<file path="config.mk">
export PLATFORM = sky130hd
export DESIGN_NAME = conv_row_sequencer
export DESIGN_NICKNAME = d
export VERILOG_FILES = /design/src/rtl/conv_pkg.sv /design/src/rtl/win_col_tracker.sv /design/src/rtl/conv_row_sequencer.sv
export SDC_FILE = /design/constraint.sdc
export NUM_CORES = 1
export LEC_CHECK = 0
export ABC_CLOCK_PERIOD_IN_PS = 8850
export CAP_MARGIN = 10
export CORE_MARGIN = 2
export CORE_UTILIZATION = 58
export CTS_BUF_LIST = sky130_fd_sc_hd__clkbuf_16
export DETAILED_ROUTE_END_ITERATION = 12
export PLACE_DENSITY = 0.93
export SYNTH_ARGS = -nofsm -noshare
export SYNTH_HDL_FRONTEND = slang
export SYNTH_SLANG_ARGS = --single-unit
</file>
<file path="constraint.sdc">
create_clock -name clk -period 8.85 [get_ports clk]
set_clock_uncertainty 0.2 [all_clocks]
set_input_delay 2.2125 -clock clk [delete_from_list [all_inputs] [get_ports clk]]
set_output_delay 2.2125 -clock clk [all_outputs]
set_load 0.1 [all_outputs]
</file>
<file path="src/rtl/conv_pkg.sv">
// Shared types and sizing helpers for the convolution row sequencer.
// The enum and helpers are imported by the sequencer top and its window tracker.
package conv_pkg;

  typedef enum logic [2:0] {
    S_IDLE,
    S_RUN,
    S_TAIL,
    S_FLUSH,
    S_DONE
  } seq_state_t;

  localparam int DEF_KER_SIZE    = 3;
  localparam int DEF_INPUT_X_DIM = 28;
  localparam int DEF_PAD         = 1;
  localparam int PADDED_X        = DEF_INPUT_X_DIM + 2*DEF_PAD;

  function automatic int padded_x(input int x, input int pad);
    return x + 2*pad;
  endfunction

  function automatic int calc_win_per_row(input int x, input int pad, input int k, input int s);
    return (x + 2*pad - k) / s + 1;
  endfunction

endpackage

</file>
<file path="src/rtl/win_col_tracker.sv">
// Turns the padded column of an advancing cycle into the window strobe, its
// start column and the right-padding mask. Stride phase restarts every row.
module win_col_tracker
  import conv_pkg::*;
#(
  parameter int KER_SIZE    = DEF_KER_SIZE,
  parameter int STRIDE      = 1,
  parameter int INPUT_X_DIM = DEF_INPUT_X_DIM,
  parameter int PAD         = DEF_PAD,
  parameter int PX          = PADDED_X,
  parameter int AW          = 5
) (
  input  logic                clk,
  input  logic                rstn,
  input  logic                i_adv,
  input  logic                i_lb_ready,
  input  logic [AW-1:0]       i_pcol,
  output logic                o_win_valid,
  output logic [AW-1:0]       o_win_col,
  output logic [KER_SIZE-1:0] o_right_pad_mask
);
  localparam int SW = (STRIDE > 1) ? $clog2(STRIDE) : 1;

  logic [SW-1:0] r_phase;
  logic          w_in_range;
  logic          w_row_end;
  logic [AW-1:0] w_s;

  assign w_in_range = (i_pcol >= AW'(KER_SIZE-1));
  assign w_s        = i_pcol - AW'(KER_SIZE-1);
  assign w_row_end  = i_adv && (i_pcol == AW'(PX-1));

  // Phase equals s mod STRIDE because s steps by one on every advancing cycle.
  always_ff @(posedge clk or negedge rstn) begin
    if (!rstn) begin
      r_phase <= '0;
    end else if (i_adv) begin
      if (w_row_end)
        r_phase <= '0;
      else if (w_in_range)
        r_phase <= (r_phase == SW'(STRIDE-1)) ? '0 : r_phase + SW'(1);
    end
  end

  assign o_win_valid = i_lb_ready && i_adv && w_in_range && (r_phase == '0);
  assign o_win_col   = o_win_valid ? w_s : '0;

  for (genvar j = 0; j < KER_SIZE; j++) begin : g_mask
    assign o_right_pad_mask[j] = o_win_valid && ((int'(w_s) + j) >= (INPUT_X_DIM + PAD));
  end

endmodule

</file>
<file path="src/rtl/conv_row_sequencer.sv">
// Walks one feature map through the line buffer: input rows, right-pad tail
// cycles, bottom-pad zero rows, then a one-cycle frame_done.
module conv_row_sequencer
  import conv_pkg::*;
#(
  parameter int KER_SIZE    = DEF_KER_SIZE,
  parameter int STRIDE      = 1,
  parameter int INPUT_X_DIM = DEF_INPUT_X_DIM,
  parameter int PAD         = DEF_PAD,
  parameter int AW          = 5,
  parameter int RW          = 8
) (
  input  logic                clk,
  input  logic                rstn,
  input  logic                start,
  input  logic                in_valid,
  output logic                in_ready,
  input  logic                mac_ready,
  input  logic                lb_ready,
  output logic                lb_valid,
  output logic                lb_zero,
  output logic                win_valid,
  output logic [AW-1:0]       win_col,
  output logic [KER_SIZE-1:0] right_pad_mask,
  output logic                busy,
  output logic                frame_done
);
  localparam int  TW     = (PAD > 1) ? $clog2(PAD) : 1;
  localparam int  PADM1  = (PAD > 0) ? PAD - 1 : 0;
  localparam bit  NO_PAD = (PAD == 0);

  seq_state_t    r_state;
  logic [AW-1:0] r_col;
  logic [RW-1:0] r_row;
  logic [TW-1:0] r_tail;
  logic          r_frame_done;

  logic          w_run, w_tail, w_flush;
  logic          w_accept, w_fwrite, w_tadv, w_adv;
  logic          w_last_col, w_last_tail;
  logic [AW-1:0] w_pcol;

  assign w_run       = (r_state == S_RUN);
  assign w_tail      = (r_state == S_TAIL);
  assign w_flush     = (r_state == S_FLUSH);
  assign w_accept    = w_run && in_valid && mac_ready;
  assign w_fwrite    = w_flush && mac_ready;
  assign w_tadv      = w_tail && mac_ready;
  assign w_adv       = w_accept || w_fwrite || w_tadv;
  assign w_last_col  = (r_col == AW'(INPUT_X_DIM-1));
  assign w_last_tail = (r_tail == TW'(PADM1));
  assign w_pcol      = w_tail ? AW'(INPUT_X_DIM + PAD) + AW'(r_tail) : r_col + AW'(PAD);

  always_ff @(posedge clk or negedge rstn) begin
    if (!rstn) begin
      r_state      <= S_IDLE;
      r_col        <= '0;
      r_row        <= '0;
      r_tail       <= '0;
      r_frame_done <= 1'b0;
    end else begin
      r_frame_done <= 1'b0;
      case (r_state)
        S_IDLE: if (start) begin
          r_state <= S_RUN;
          r_col   <= '0;
          r_row   <= '0;
          r_tail  <= '0;
        end
        S_RUN: if (w_accept) begin
          if (w_last_col) begin
            r_col <= '0;
            r_row <= r_row + RW'(1);
            if (!NO_PAD) begin
              r_state <= S_TAIL;
            end else if (r_row == RW'(INPUT_X_DIM-1)) begin
              r_state      <= S_DONE;
              r_frame_done <= 1'b1;
            end
          end else begin
            r_col <= r_col + AW'(1);
          end
        end
        S_TAIL: if (mac_ready) begin
          if (w_last_tail) begin
            r_tail <= '0;
            // r_row already counts the row this tail closes
            if (r_row < RW'(INPUT_X_DIM)) begin
              r_state <= S_RUN;
            end else if (r_row < RW'(INPUT_X_DIM + PAD)) begin
              r_state <= S_FLUSH;
            end else begin
              r_state      <= S_DONE;
              r_frame_done <= 1'b1;
            end
          end else begin
            r_tail <= r_tail + TW'(1);
          end
        end
        S_FLUSH: if (mac_ready) begin
          if (w_last_col) begin
            r_col   <= '0;
            r_row   <= r_row + RW'(1);
            r_state <= S_TAIL;
          end else begin
            r_col <= r_col + AW'(1);
          end
        end
        S_DONE:  r_state <= S_IDLE;
        default: r_state <= S_IDLE;
      endcase
    end
  end

  win_col_tracker #(
    .KER_SIZE   (KER_SIZE),
    .STRIDE     (STRIDE),
    .INPUT_X_DIM(INPUT_X_DIM),
    .PAD        (PAD),
    .PX         (padded_x(INPUT_X_DIM, PAD)),
    .AW         (AW)
  ) u_win (
    .clk             (clk),
    .rstn            (rstn),
    .i_adv           (w_adv),
    .i_lb_ready      (lb_ready),
    .i_pcol          (w_pcol),
    .o_win_valid     (win_valid),
    .o_win_col       (win_col),
    .o_right_pad_mask(right_pad_mask)
  );

  assign in_ready   = w_run && mac_ready;
  assign lb_valid   = w_accept || w_fwrite;
  assign lb_zero    = w_fwrite;
  assign busy       = (r_state != S_IDLE);
  assign frame_done = r_frame_done;

endmodule

</file>
# Word-level counts from Yosys, hierarchy flattened
# Index checks and enable logic that the tools add are counted.
dict set report totals {
  ff_bits 19
  in_bits 6
  output_inout_bits 14
  elab_cells 87
}
dict set report classes {
  add_sub_neg 8
  order_cmp 6
  n_eq_ne 10
  n_mux 33
  bitwise_logic 1
  n_reduce_logical 23
}
# operator count
set ops {}
lappend ops {{$ge A32 B6 Y1 const B} 2}
lappend ops {{$mux W8} 4}
lappend ops {{$mux W5} 6}
lappend ops {{$mux W3} 8}
lappend ops {{$pmux W8 S3} 1}
lappend ops {{$lt A8 B5 Y1 const B} 2}
lappend ops {{$pmux W5 S3} 1}
lappend ops {{$logic_and A1 B1 Y1} 12}
lappend ops {{$pmux W3 S4} 1}
lappend ops {{$mux W1} 11}
lappend ops {{$eq A5 B5 Y1 const B} 2}
lappend ops {{$add A8 B1 Y8 const B} 1}
lappend ops {{$ne A2 B2 Y1 const B} 4}
lappend ops {{$add A5 B1 Y6 const B} 1}
lappend ops {{$add A5 B2 Y6 const B} 1}
lappend ops {{$eq A3 B2 Y1 const B} 2}
lappend ops {{$reduce_bool A3 Y1} 2}
lappend ops {{$add A5 B1 Y5 const B} 1}
lappend ops {{$ge A5 B2 Y1 const B} 1}
lappend ops {{$ge A5 B5 Y1 const B} 1}
lappend ops {{$reduce_and A5 Y1} 1}
lappend ops {{$sub A5 B2 Y5 const B} 1}
lappend ops {{$add A3 B2 Y4 const A} 1}
lappend ops {{$reduce_and A4 Y1} 1}
lappend ops {{other kinds (10)} 13}

# Logic depth before layout (Yosys ltp)
# Gate-level depths: netlist of the first run.
dict set report depth {
  ltp_word 9
  mapped_depth 10
}

# Hierarchy
# A second synthesis of the first run with hierarchy kept.
dict set report unflattened {
  cells_unflattened 159
  hier_area_um2 1318.8
}
# mod instances cells_each area_per_inst_um2
set by_module_without_submodules {}
lappend by_module_without_submodules {conv_row_sequencer 1 129 1067.3}
lappend by_module_without_submodules {win_col_tracker 1 30 251.5}

# Least setup slack after synthesis of the first run
# Ideal clock, no wire load.
dict set report synth_path {
  path_type {input -> output}
  startpoint {input in_valid}
  endpoint {output right_pad_mask[0]}
  arrival_ps 5659
  setup_slack_ps 778
  stages 4
  n_path_buf 0
  path_cell_list {a21oi_1 nor4bb_1 nand2_1 nor4_1}
}
dict set report synth_via {
  elab_chain_cells 8
}
# element line
set synth_rtl {}
lappend synth_rtl {{start: declaration} conv_row_sequencer.sv:16} ;# input logic in_valid,
lappend synth_rtl {{$logic_and A1 B1 Y1 (2 in series)} conv_row_sequencer.sv:46} ;# assign w_accept = w_run && in_valid && mac_ready;
lappend synth_rtl {{$logic_or A1 B1 Y1 (2 in series)} conv_row_sequencer.sv:49} ;# assign w_adv = w_accept || w_fwrite || w_tadv;
lappend synth_rtl {{$logic_and A1 B1 Y1 (3 in series)} win_col_tracker.sv:45} ;# assign o_win_valid = i_lb_ready && i_adv && w_in_range && (r_phase == '0);
lappend synth_rtl {{$logic_and A1 B1 Y1} win_col_tracker.sv:49} ;# assign o_right_pad_mask[j] = o_win_valid && ((int'(w_s) + j) >= (INPUT_X_DIM + PAD));
lappend synth_rtl {{end: declaration} conv_row_sequencer.sv:24} ;# output logic [KER_SIZE-1:0] right_pad_mask,
# Every way passes these cells.

# Worst setup path after layout of the first run
# Same ends and word-level chain as after synthesis.

==> summary.txt, run 1 <==
Clocking
  – Postcts setup bufs: 0
  – CTS Hold Bufs: 0
  – H-Tree Depth: 1
  – Cts repair resizes: 0
  – Sink Count: 17
  – Inserted Clock Buffers: 3
  – CTS tree: done
  – Clk Latency, worst-skew pair: 0.25 ns
  – Worst-path clk slew: 0.05 ns
  – Clock Path Buffers: 2
  – CTS root buf: clkbuf_16

STA
  – Final count of hold timing violations: 0
  – Worst Max-Slew Pin Slew: 0.998 ns
  – FMAX: 138 MHz
  – RSZ-0062 raised after global routing: false
  – Final period utilization: 82.1%
  – Max-slew violation count: 0
  – Slew Limit Headroom: 33.3%
  – Final setup vio count: 0
  – Final min period: 7.26 ns
  – Final setup TNS: 0 ns

Power
  – Pwr/cell area: 341 nW/um2
  – Peak VDD IR: 0.000252 V
  – Leakage power: 0.747 nW

Global routing
  – Global-route usage over all layers: 25.0%
  – Initial antenna violation count: 0
  – First-pass GRT wire length: 5.11 mm
  – Gr ovfl total: 0
  – Largest net degree at the start of global routing: 18
  – Vias in the first global route: 1179

Critical path
  – Worst Setup End Kind: output port
  – FF-to-FF path depth: 6
  – Critical path launch point: in_valid
  – CP max stage delay: 1.17 ns
  – Critical path class: in -> out
  – CP max FO: 9
  – Crit path DAT: 4.85 ns
  – Critical Path, Cell by Cell: clkdlybuf4s50_1 -> a21oi_1 -> nor4bb_1 -> nand2_1 -> nor4_1 -> clkdlybuf4s50_1
  – CP Launch Type: input port
  – Critical Path RT: 6.44 ns
  – Reg-to-reg startpoint: r_state[0]
  – Critical Path Slowest Stage Cell: clkdlybuf4s50_1
  – CP dominant cell by count: clkdlybuf4s50_1

Drt
  – Routed WL: 2.97 mm
  – First-pass DRT Iterations: 4
  – DRC: 0
  – Vias/cell: 5.97
  – Vias: 1290
  – Detailed Route Iter0 Violations: 34
  – Drt wl/cell: 13.7 um
  – Post-route ant nets: 0

Synth
  – Post-synthesis mux area share: 1.54%
  – Area share of fa/ha/maj cells after synthesis: 9.95%
  – Synth warnings: 0
  – Post-synthesis cell type count: 44
  – Simple-Gate Fraction of Synth Area: 29.4%
  – Main combinational cell family by area after synthesis: simple AND/OR/NAND/NOR gates
  – Register bit total from synthesis: 17
  – Syn_nets: 186
  – Post-Syn Area: 1380 um2
  – Sequential fraction of the synthesis area: 30.8%
  – Post-synthesis xor/xnor area fraction: 6.97%
  – Synth Area in Compound Gates: 17.2%
  – Post-Syn Instances: 169
  – Syn avg cell area: 8.18 um2

Die
  – Die Span Y: 52.8 um
  – Core Box Area: 2230 um2
  – I/O pin cnt: 20
  – Site Rows: 17
  – Initial core utilization: 61.9%
  – Die Wd: 52.8 um
  – DIE AREA: 2790 um2

Place
  – Post-DP HPWL: 2.27 mm
  – GP Congestion: 0.906
  – Placed cell areas: 1590 um2
  – PortBufs: 19

Cells and area
  – Diode count: 0
  – Post-layout instance area: 1670 um2
  – Syn-to-layout area delta: 20.9%
  – Filler cell count: 157
  – Final nets: 206
  – Layout cells sized above 1: 6.38%

Run status
  – Status: complete, no violations

Min path
  – Hold path startpoint: r_col[1]
  – Cell count of the worst hold path: 2
  – Hold Path Class: reg -> reg

Flow run
  – Max-cap violations: 0
metal layers:
metal / part of all wire (%) / routed length, um / up-vias / track usage (%)
met5: 0 / 0 / - / 0
li1: - / - / 633 / -
met1: 43 / 1260 / 607 / 30.4
met2: 50 / 1490 / 44 / 43.5
met3: 5.2 / 153 / 6 / 3.71
met4: 2.0 / 59 / 0 / 10.3
synthesized netlist by cell type (all sizes together):
cell | count | area share, %
nor4b | 1 | 1.1
a21oi | 6 | 3.0
and2 | 1 | 0.45
or3 | 1 | 0.45
and3 | 4 | 1.8
or4 | 1 | 0.81
o21ai | 14 | 5.1
ha | 11 | 10
o21a | 1 | 0.54
nor2 | 20 | 5.4
a221oi | 1 | 0.63
nand2 | 19 | 5.2
a21o | 1 | 0.54
mux2 | 1 | 0.81
nor4 | 3 | 1.4
dfrtp | 17 | 31
a311oi | 2 | 1.7
o32a | 1 | 0.72
inv | 11 | 3.0
nor3 | 4 | 1.4
nor3b | 2 | 1.4
clkbuf | 3 | 0.81
nand2b | 1 | 0.45
xnor2 | 3 | 1.9
o221ai | 1 | 0.63
or3b | 2 | 1.3
xor2 | 8 | 5.1
nor4bb | 1 | 0.72
or2 | 2 | 0.91
a211oi | 1 | 0.54
o211ai | 2 | 1.1
mux2i | 1 | 0.72
buf | 1 | 0.36
a22o | 1 | 0.63
nor2b | 5 | 2.3
nand3 | 11 | 4.3
a31oi | 1 | 0.45
o31ai | 3 | 1.6
area by class of cell:
type	instances	area [um2]	area share, %
inverters	11	41.3	2.47
clock inverters	1	5.00	0.299
repair buffers	19	190	11.4
clock buffers	3	75.1	4.49
multi-input cells	137	900	53.8
well taps	28	35.0	2.10
flip-flops and latches	17	425	25.4
layout by cell type, fill, tap and decap left out, drive strengths merged, types with 3 or more instances in the layout:
cell	instances
a21oi	6
and3	4
clkbuf	3
clkdlybuf4s50	19
dfrtp	17
ha	11
inv	11
nand2	19
nand3	11
nor2	20
nor2b	5
nor3	4
nor4	3
o21ai	14
o31ai	3
xnor2	3
xor2	8
registers in the layout (all words and copies together) (netlist names):
register    flops
frame_done      1
r_col           5
r_row           8
r_state         3
per-stage QoR:
stage | setup WS (ns) | instances | utilization, % | power [mW] | hold WS (ns)
finish | 1.59 | 216 | 74.8 | 0.569 | 0.335
global route | 1.44 | 216 | 74.8 | 0.613 | 0.390
CTS | 1.58 | 216 | 74.8 | 0.570 | 0.335
detailed placement | 1.58 | 212 | 71.3 | 0.478 | 0.320
global placement | 1.66 | 212 | 71.3 | 0.460 | 0.313
floorplan | 0.778 | 169 | - | 0.404 | 0.291
critical path, delay by kind of cell:
| family | cells | cell delay [ns] |
|---|---|---|
| AO/OA/AOI/OAI | 1 | 0.08 |
| buffers and inverters | 2 | 1.69 |
| AND/OR/NAND/NOR | 3 | 0.87 |
power breakdown:
part	switching (mW)	internal (mW)
sequential	0.0185	0.0918
clock	0.0288	0.0604
combinational	0.254	0.115
kinds of logic after synthesis:
family / after synthesis
adders and majority gates: 11
muxes: 2
and+or+nand+nor: 78
DFF: 17
AOI/OAI and AO/OA: 35
buffers and inverters: 15
xor gates and xnor gates: 11
path summary, 6_finish.rpt:
kind / end / slack (ns)
max: right_pad_mask[0] / 1.59
min: r_col[1] / 0.33
max reg2reg: r_row[7] / 6.56
min reg2reg: r_col[1] / 0.33
max in group asynchronous: r_state[2] / 5.76
min in group asynchronous: r_col[3] / 2.21
Note: power is estimated with default switching activity, not from simulation.
==> inputs of run 2 (changes only) <==
--- a/config.mk
+++ b/config.mk
@@ -5,13 +5,13 @@
 export SDC_FILE = /design/constraint.sdc
 export NUM_CORES = 1
 export LEC_CHECK = 0
-export ABC_CLOCK_PERIOD_IN_PS = 8850
+export ABC_CLOCK_PERIOD_IN_PS = 6800
 export CAP_MARGIN = 10
 export CORE_MARGIN = 2
-export CORE_UTILIZATION = 58
+export CORE_UTILIZATION = 54
 export CTS_BUF_LIST = sky130_fd_sc_hd__clkbuf_16
 export DETAILED_ROUTE_END_ITERATION = 12
-export PLACE_DENSITY = 0.93
+export PLACE_DENSITY = 0.88
 export SYNTH_ARGS = -nofsm -noshare
 export SYNTH_HDL_FRONTEND = slang
 export SYNTH_SLANG_ARGS = --single-unit
==> constraint.sdc (replaced) <==
create_clock -name clk -period 6.8 [get_ports clk]
set_clock_uncertainty 0.2 [all_clocks]
set_input_delay 1.7 -clock clk [delete_from_list [all_inputs] [get_ports clk]]
set_output_delay 1.7 -clock clk [all_outputs]
set_load 0.1 [all_outputs]
==> summary.txt, run 2 (same netlist as run 1, synthesis figures left out) <==
Critical path
  – Worst Setup End Kind: output port
  – CP Launch Type: input port
  – Reg-to-reg slack, setup: 4.36 ns (-2.20 ns)
  – Critical path class: in -> out
  – CP max FO: 9 (unchanged)
  – Critical path launch point: mac_ready
  – Reg-to-reg startpoint: r_col[0]
  – RR Endpoint: r_row[0]
  – FF-to-FF path depth: 7 (+1)
  – Crit path DAT: 3.66 ns (-1.19 ns)
  – Critical Path RT: 4.90 ns (-1.54 ns)

Power
  – Leakage power: 0.766 nW (+2.5%)
  – Peak VDD IR: 0.000372 V (+48%)
  – Pwr/cell area: 449 nW/um2 (+32%)

Global routing
  – Largest net degree at the start of global routing: 18 (unchanged)
  – Gr ovfl total: 0 (unchanged)
  – First-pass GRT wire length: 5.42 mm (+6.1%)
  – Global-route usage over all layers: 25.7% (+0.75 points)
  – Initial antenna violation count: 0 (unchanged)
  – Vias in the first global route: 1285 (+9.0%)

Drt
  – Detailed Route Iter0 Violations: 21 (-38%)
  – Routed WL: 3.22 mm (+8.3%)
  – Vias: 1269 (-1.6%)
  – Vias/cell: 5.82 (-2.5%)
  – Drt wl/cell: 14.7 um (+7.3%)
  – Post-route ant nets: 0 (unchanged)
  – DRC: 0 (unchanged)
  – First-pass DRT Iterations: 4 (unchanged)

Cells and area
  – Commonest non-fill, non-tap cell in the layout: nor2_1
  – Regs by FF count: r_row: 8 flops, r_col: 5 flops, r_state: 3 flops
  – Final nets: 206 (unchanged)
  – Largest register FFs: 8 (unchanged)
  – Diode count: 0 (unchanged)
  – Most flops, register: r_row
  – Most frequent cells in the layout: 20 x nor2_1, 19 x nand2_1, 17 x dfrtp_1
  – Filler cell count: 205 (+31%)
  – Post-layout instance count excluding filler cells: 218 (+0.93%)
  – Syn-to-layout area delta: 19.8%
  – Final Core Density: 67.5% (-7.4 points)
  – Layout cells sized above 1: 11.2% (+4.8 points)

STA
  – FMAX: 180 MHz
  – Final count of hold timing violations: 0 (unchanged)
  – Final setup TNS: 0 ns (unchanged)
  – Max-slew violation count: 0 (unchanged)
  – Final period utilization: 81.7%
  – Slew Limit Headroom: 35.1% (+1.8 points)
  – Worst Max-Slew Pin Slew: 0.971 ns (-0.0265 ns)
  – Final setup vio count: 0 (unchanged)
  – RSZ-0062 raised after global routing: false
  – Worst Hold Slack: 0.341 ns (+0.00684 ns)
  – Final min period: 5.56 ns

Flow run
  – Max-cap violations: 0 (unchanged)

Clocking
  – Worst-path clk slew: 0.05 ns (about the same)
  – CTS Hold Bufs: 0 (unchanged)
  – Sink Count: 17 (unchanged)
  – Clk Latency, worst-skew pair: 0.25 ns (about the same)
  – CTS root buf: clkbuf_16
  – CTS tree: done
  – Cts repair resizes: 0 (unchanged)
  – H-Tree Depth: 1 (unchanged)
  – Inserted Clock Buffers: 3 (unchanged)
  – Clock Path Buffers: 2 (unchanged)
  – Postcts setup bufs: 0 (unchanged)

Place
  – Post-DP HPWL: 2.37 mm (+4.3%)
  – GP Congestion: 0.814 (-10%)
  – Cells after DPL: 214 (+0.94%)
  – PortBufs: 19 (unchanged)

Min path
  – Hold Path Class: reg -> reg
  – Hold path startpoint: r_col[1]
  – Hold Path End: r_col[1]
  – Cell count of the worst hold path: 2 (unchanged)

Die
  – Core Box Area: 2450 um2 (+9.9%)
  – I/O pin cnt: 20 (unchanged)
  – Die Span Y: 54.6 um (+3.4%)
  – Site Rows: 18 (+1)
  – Die Wd: 54.6 um (+3.4%)
  – DIE AREA: 2980 um2 (+6.8%)
  – Initial core utilization: 56.3% (-5.6 points)

Run status
  – Status: complete, no violations
==> run 2: changes by cell type in the layout (fill, tap and decap cells not counted), sizes merged <==
cell	delta
buf	+9
inv	+1
clkinv	-1
clkdlybuf4s50	-9
==> run 2: per-layer routing <==
layer  routed length (um)  vias to the layer above  track usage [%]
met5                    0                        -                0
met4                   72                        0             12.5
met3                   83                        9             2.73
met2                 1700                       33             48.2
met1                 1360                      599             28.3
li1                     -                      628                -
==> run 2: through the flow <==
| stage | instance area [um2] | power, mW | setup WS [ns] |
|---|---|---|---|
| finish | 1660 | 0.743 | 1.24 |
| global route | 1660 | 0.798 | 1.15 |
| CTS | 1660 | 0.745 | 1.26 |
| detailed placement | 1580 | 0.625 | 1.25 |
| global placement | 1580 | 0.604 | 1.30 |
| floorplan | 1390 | 0.531 | 0.346 |
==> run 2: worst max-delay path, stage by stage <==
cell	delay [ns]
clkdlybuf4s50_1	0.61
nand2_1	0.10
nor2_1	0.11
clkdlybuf4s50_1	1.13
==> run 2: cell type report <==
| cell class | instances | area (um2) | area share, % |
|---|---|---|---|
| clock buffers | 3 | 75.1 | 4.53 |
| clock inverters | 1 | 3.75 | 0.227 |
| inverters | 11 | 41.3 | 2.49 |
| multi-input cells | 137 | 906 | 54.7 |
| flip-flops and latches | 17 | 425 | 25.7 |
| well taps | 30 | 37.5 | 2.27 |
| repair buffers | 19 | 168 | 10.1 |
==> run 2: how the worst max path moves through the flow <==
stage / to
floorplan: right_pad_mask[2]
global placement: lb_valid
detailed placement: lb_valid
CTS: lb_valid
global route: in_ready
finish: lb_valid
==> run 2: power breakdown <==
group	switching, mW	internal (mW)	total, mW
logic	0.336	0.146	0.481
registers	0.0244	0.119	0.144
clock network	0.0396	0.0782	0.118
==> inputs of run 3 (changes only) <==
--- a/config.mk
+++ b/config.mk
@@ -5,7 +5,7 @@
 export SDC_FILE = /design/constraint.sdc
 export NUM_CORES = 1
 export LEC_CHECK = 0
-export ABC_CLOCK_PERIOD_IN_PS = 6800
+export ABC_CLOCK_PERIOD_IN_PS = 5200
 export CAP_MARGIN = 10
 export CORE_MARGIN = 2
 export CORE_UTILIZATION = 54
==> constraint.sdc (replaced) <==
create_clock -name clk -period 5.2 [get_ports clk]
set_clock_uncertainty 0.2 [all_clocks]
set_input_delay 1.3 -clock clk [delete_from_list [all_inputs] [get_ports clk]]
set_output_delay 1.3 -clock clk [all_outputs]
set_load 0.1 [all_outputs]
==> summary.txt, run 3 (same netlist as run 1, synthesis figures left out) <==
Run status
  – Status: complete, no violations

Critical path
  – Crit path DAT: 3.12 ns (-0.54 ns)
  – Critical path class: in -> out
  – Critical Path RT: 3.70 ns (-1.20 ns)
  – CP max FO: 9 (unchanged)
  – Worst Setup End Kind: output port
  – CP Launch Type: input port

Clocking
  – Worst-path clk slew: 0.05 ns (about the same)
  – Sink Count: 17 (unchanged)
  – Clock Path Buffers: 2 (unchanged)
  – Clk Latency, worst-skew pair: 0.25 ns (about the same)
  – Inserted Clock Buffers: 3 (unchanged)
  – Cts repair resizes: 0 (unchanged)
  – CTS Hold Bufs: 0 (unchanged)
  – CTS root buf: clkbuf_16
  – H-Tree Depth: 1 (unchanged)
  – Postcts setup bufs: 0 (unchanged)
  – CTS tree: done

Drt
  – First-pass DRT Iterations: 4 (unchanged)
  – Drt wl/cell: 14.3 um (-3.4%)
  – Detailed Route Iter0 Violations: 28 (+33%)
  – Vias: 1257 (-0.95%)
  – DRC: 0 (unchanged)
  – Routed WL: 3.11 mm (-3.4%)
  – Post-route ant nets: 0 (unchanged)
  – Vias/cell: 5.77 (-0.95%)

Power
  – Comb pwr share: 67.1% (+2.3 points)
  – Net switching power of the design: 0.535 mW (+34%)
  – Peak VDD IR: 0.000440 V (+18%)
  – Switching fraction of total power: 51.7% (-2.1 points)
  – Internal: 0.500 mW (+46%)
  – Clk network pwr share: 14.8% (-1.0 points)
  – Pwr/cell area: 585 nW/um2 (+30%)
  – Leakage power: 0.797 nW (+4.1%)
  – Sequential share of power: 18.2% (-1.2 points)
  – Final Power: 1.03 mW (+39%)

Die
  – I/O pin cnt: 20 (unchanged)
  – DIE AREA: 2980 um2 (unchanged)
  – Die Wd: 54.6 um (unchanged)
  – Core Box Area: 2450 um2 (unchanged)
  – Initial core utilization: 56.3% (unchanged)
  – Site Rows: 18 (unchanged)
  – Die Span Y: 54.6 um (unchanged)

Cells and area
  – Final nets: 206 (unchanged)
  – Regs by FF count: r_row: 8 flops, r_col: 5 flops, r_state: 3 flops
  – Diode count: 0 (unchanged)
  – Final Core Density: 72.0% (+4.5 points)
  – Most frequent cells in the layout: 20 x nor2_1, 19 x nand2_1, 17 x dfrtp_1
  – Filler cell count: 176 (-14%)
  – Largest register FFs: 8 (unchanged)
  – Layout cells sized above 1: 13.3% (+2.1 points)
  – Commonest non-fill, non-tap cell in the layout: nor2_1
  – Most flops, register: r_row
  – Syn-to-layout area delta: 27.9%

Global routing
  – Global-route usage over all layers: 25.5% (-0.26 points)
  – Initial antenna violation count: 0 (unchanged)
  – Largest net degree at the start of global routing: 18 (unchanged)
  – Vias in the first global route: 1224 (-4.7%)
  – First-pass GRT wire length: 5.34 mm (-1.4%)
  – Gr ovfl total: 0 (unchanged)

STA
  – Slew Limit Headroom: 35.1% (about the same)
  – Worst Max-Slew Pin Slew: 0.971 ns (+0.0000952 ns)
  – Final setup TNS: 0 ns (unchanged)
  – Worst Hold Slack: 0.348 ns (+0.00674 ns)
  – Final count of hold timing violations: 0 (unchanged)
  – Final setup vio count: 0 (unchanged)
  – Post-layout worst setup margin: 0.579 ns (-0.665 ns)
  – FMAX: 216 MHz
  – Final period utilization: 88.9%
  – RSZ-0062 raised after global routing: false
  – Final min period: 4.62 ns
  – Max-slew violation count: 0 (unchanged)

Place
  – Post-DP HPWL: 2.33 mm (-1.8%)
  – Worst slack, placed: 0.573 ns (-0.681 ns)
  – GP Congestion: 0.844 (+3.7%)
  – PortBufs: 19 (unchanged)

Flow run
  – Max-cap violations: 0 (unchanged)

Min path
  – Hold Path Class: reg -> reg
==> run 3: layout make-up <==
class | instances | area (um2) | area share [%]
multi-input combinational | 137 | 912 | 51.6
sequential | 17 | 425 | 24.1
timing repair buffer | 19 | 273 | 15.4
clock buffer | 3 | 75.1 | 4.25
inverter | 11 | 41.3 | 2.34
tap | 30 | 37.5 | 2.12
clock inverter | 1 | 3.75 | 0.212
==> run 3: critical path, stage by stage <==
cell and delay, ns:
clkdlybuf4s50_1 0.53, a21oi_1 0.09, nor4bb_1 0.27, nand2_1 0.26, nor4_2 0.45, buf_12 0.22
==> run 3: path summary, 6_finish.rpt <==
check,startpoint,endpoint,slack (ns),depth (start not counted)
worst max-delay path,in_valid,right_pad_mask[0],0.58,6
worst min-delay path,r_col[1],r_col[1],0.35,2
worst max register to register,r_state[0],r_row[7],2.85,6
worst min register to register,r_col[1],r_col[1],0.35,2
max in group asynchronous,rstn,r_col[1],2.99,1
min in group asynchronous,rstn,r_row[7],1.32,1
==> run 3: metrics by stage <==
| stage | std cells | instance area [um2] |
|---|---|---|
| floorplan | 169 | 1400 |
| global placement | 214 | 1690 |
| detailed placement | 214 | 1690 |
| CTS | 218 | 1770 |
| global route | 218 | 1770 |
| finish | 218 | 1770 |
==> run 3: per-layer routing <==
layer	up-vias	share of wire (%)	global-route usage, %
met5	-	0	0
met4	0	2.6	12.9
met3	8	2.8	2.73
met2	37	51	44.4
met1	582	44	30.6
li1	630	-	-
==> run 3: power by group through the flow <==
stage	combinational, mW	sequential [mW]	clock [mW]
5_1_grt	0.756	0.191	0.159
6_report	0.694	0.188	0.153
3_5_place_dp	0.694	0.189	0
3_3_place_gp	0.668	0.187	0
2_1_floorplan	0.518	0.182	0
4_1_cts	0.696	0.188	0.155
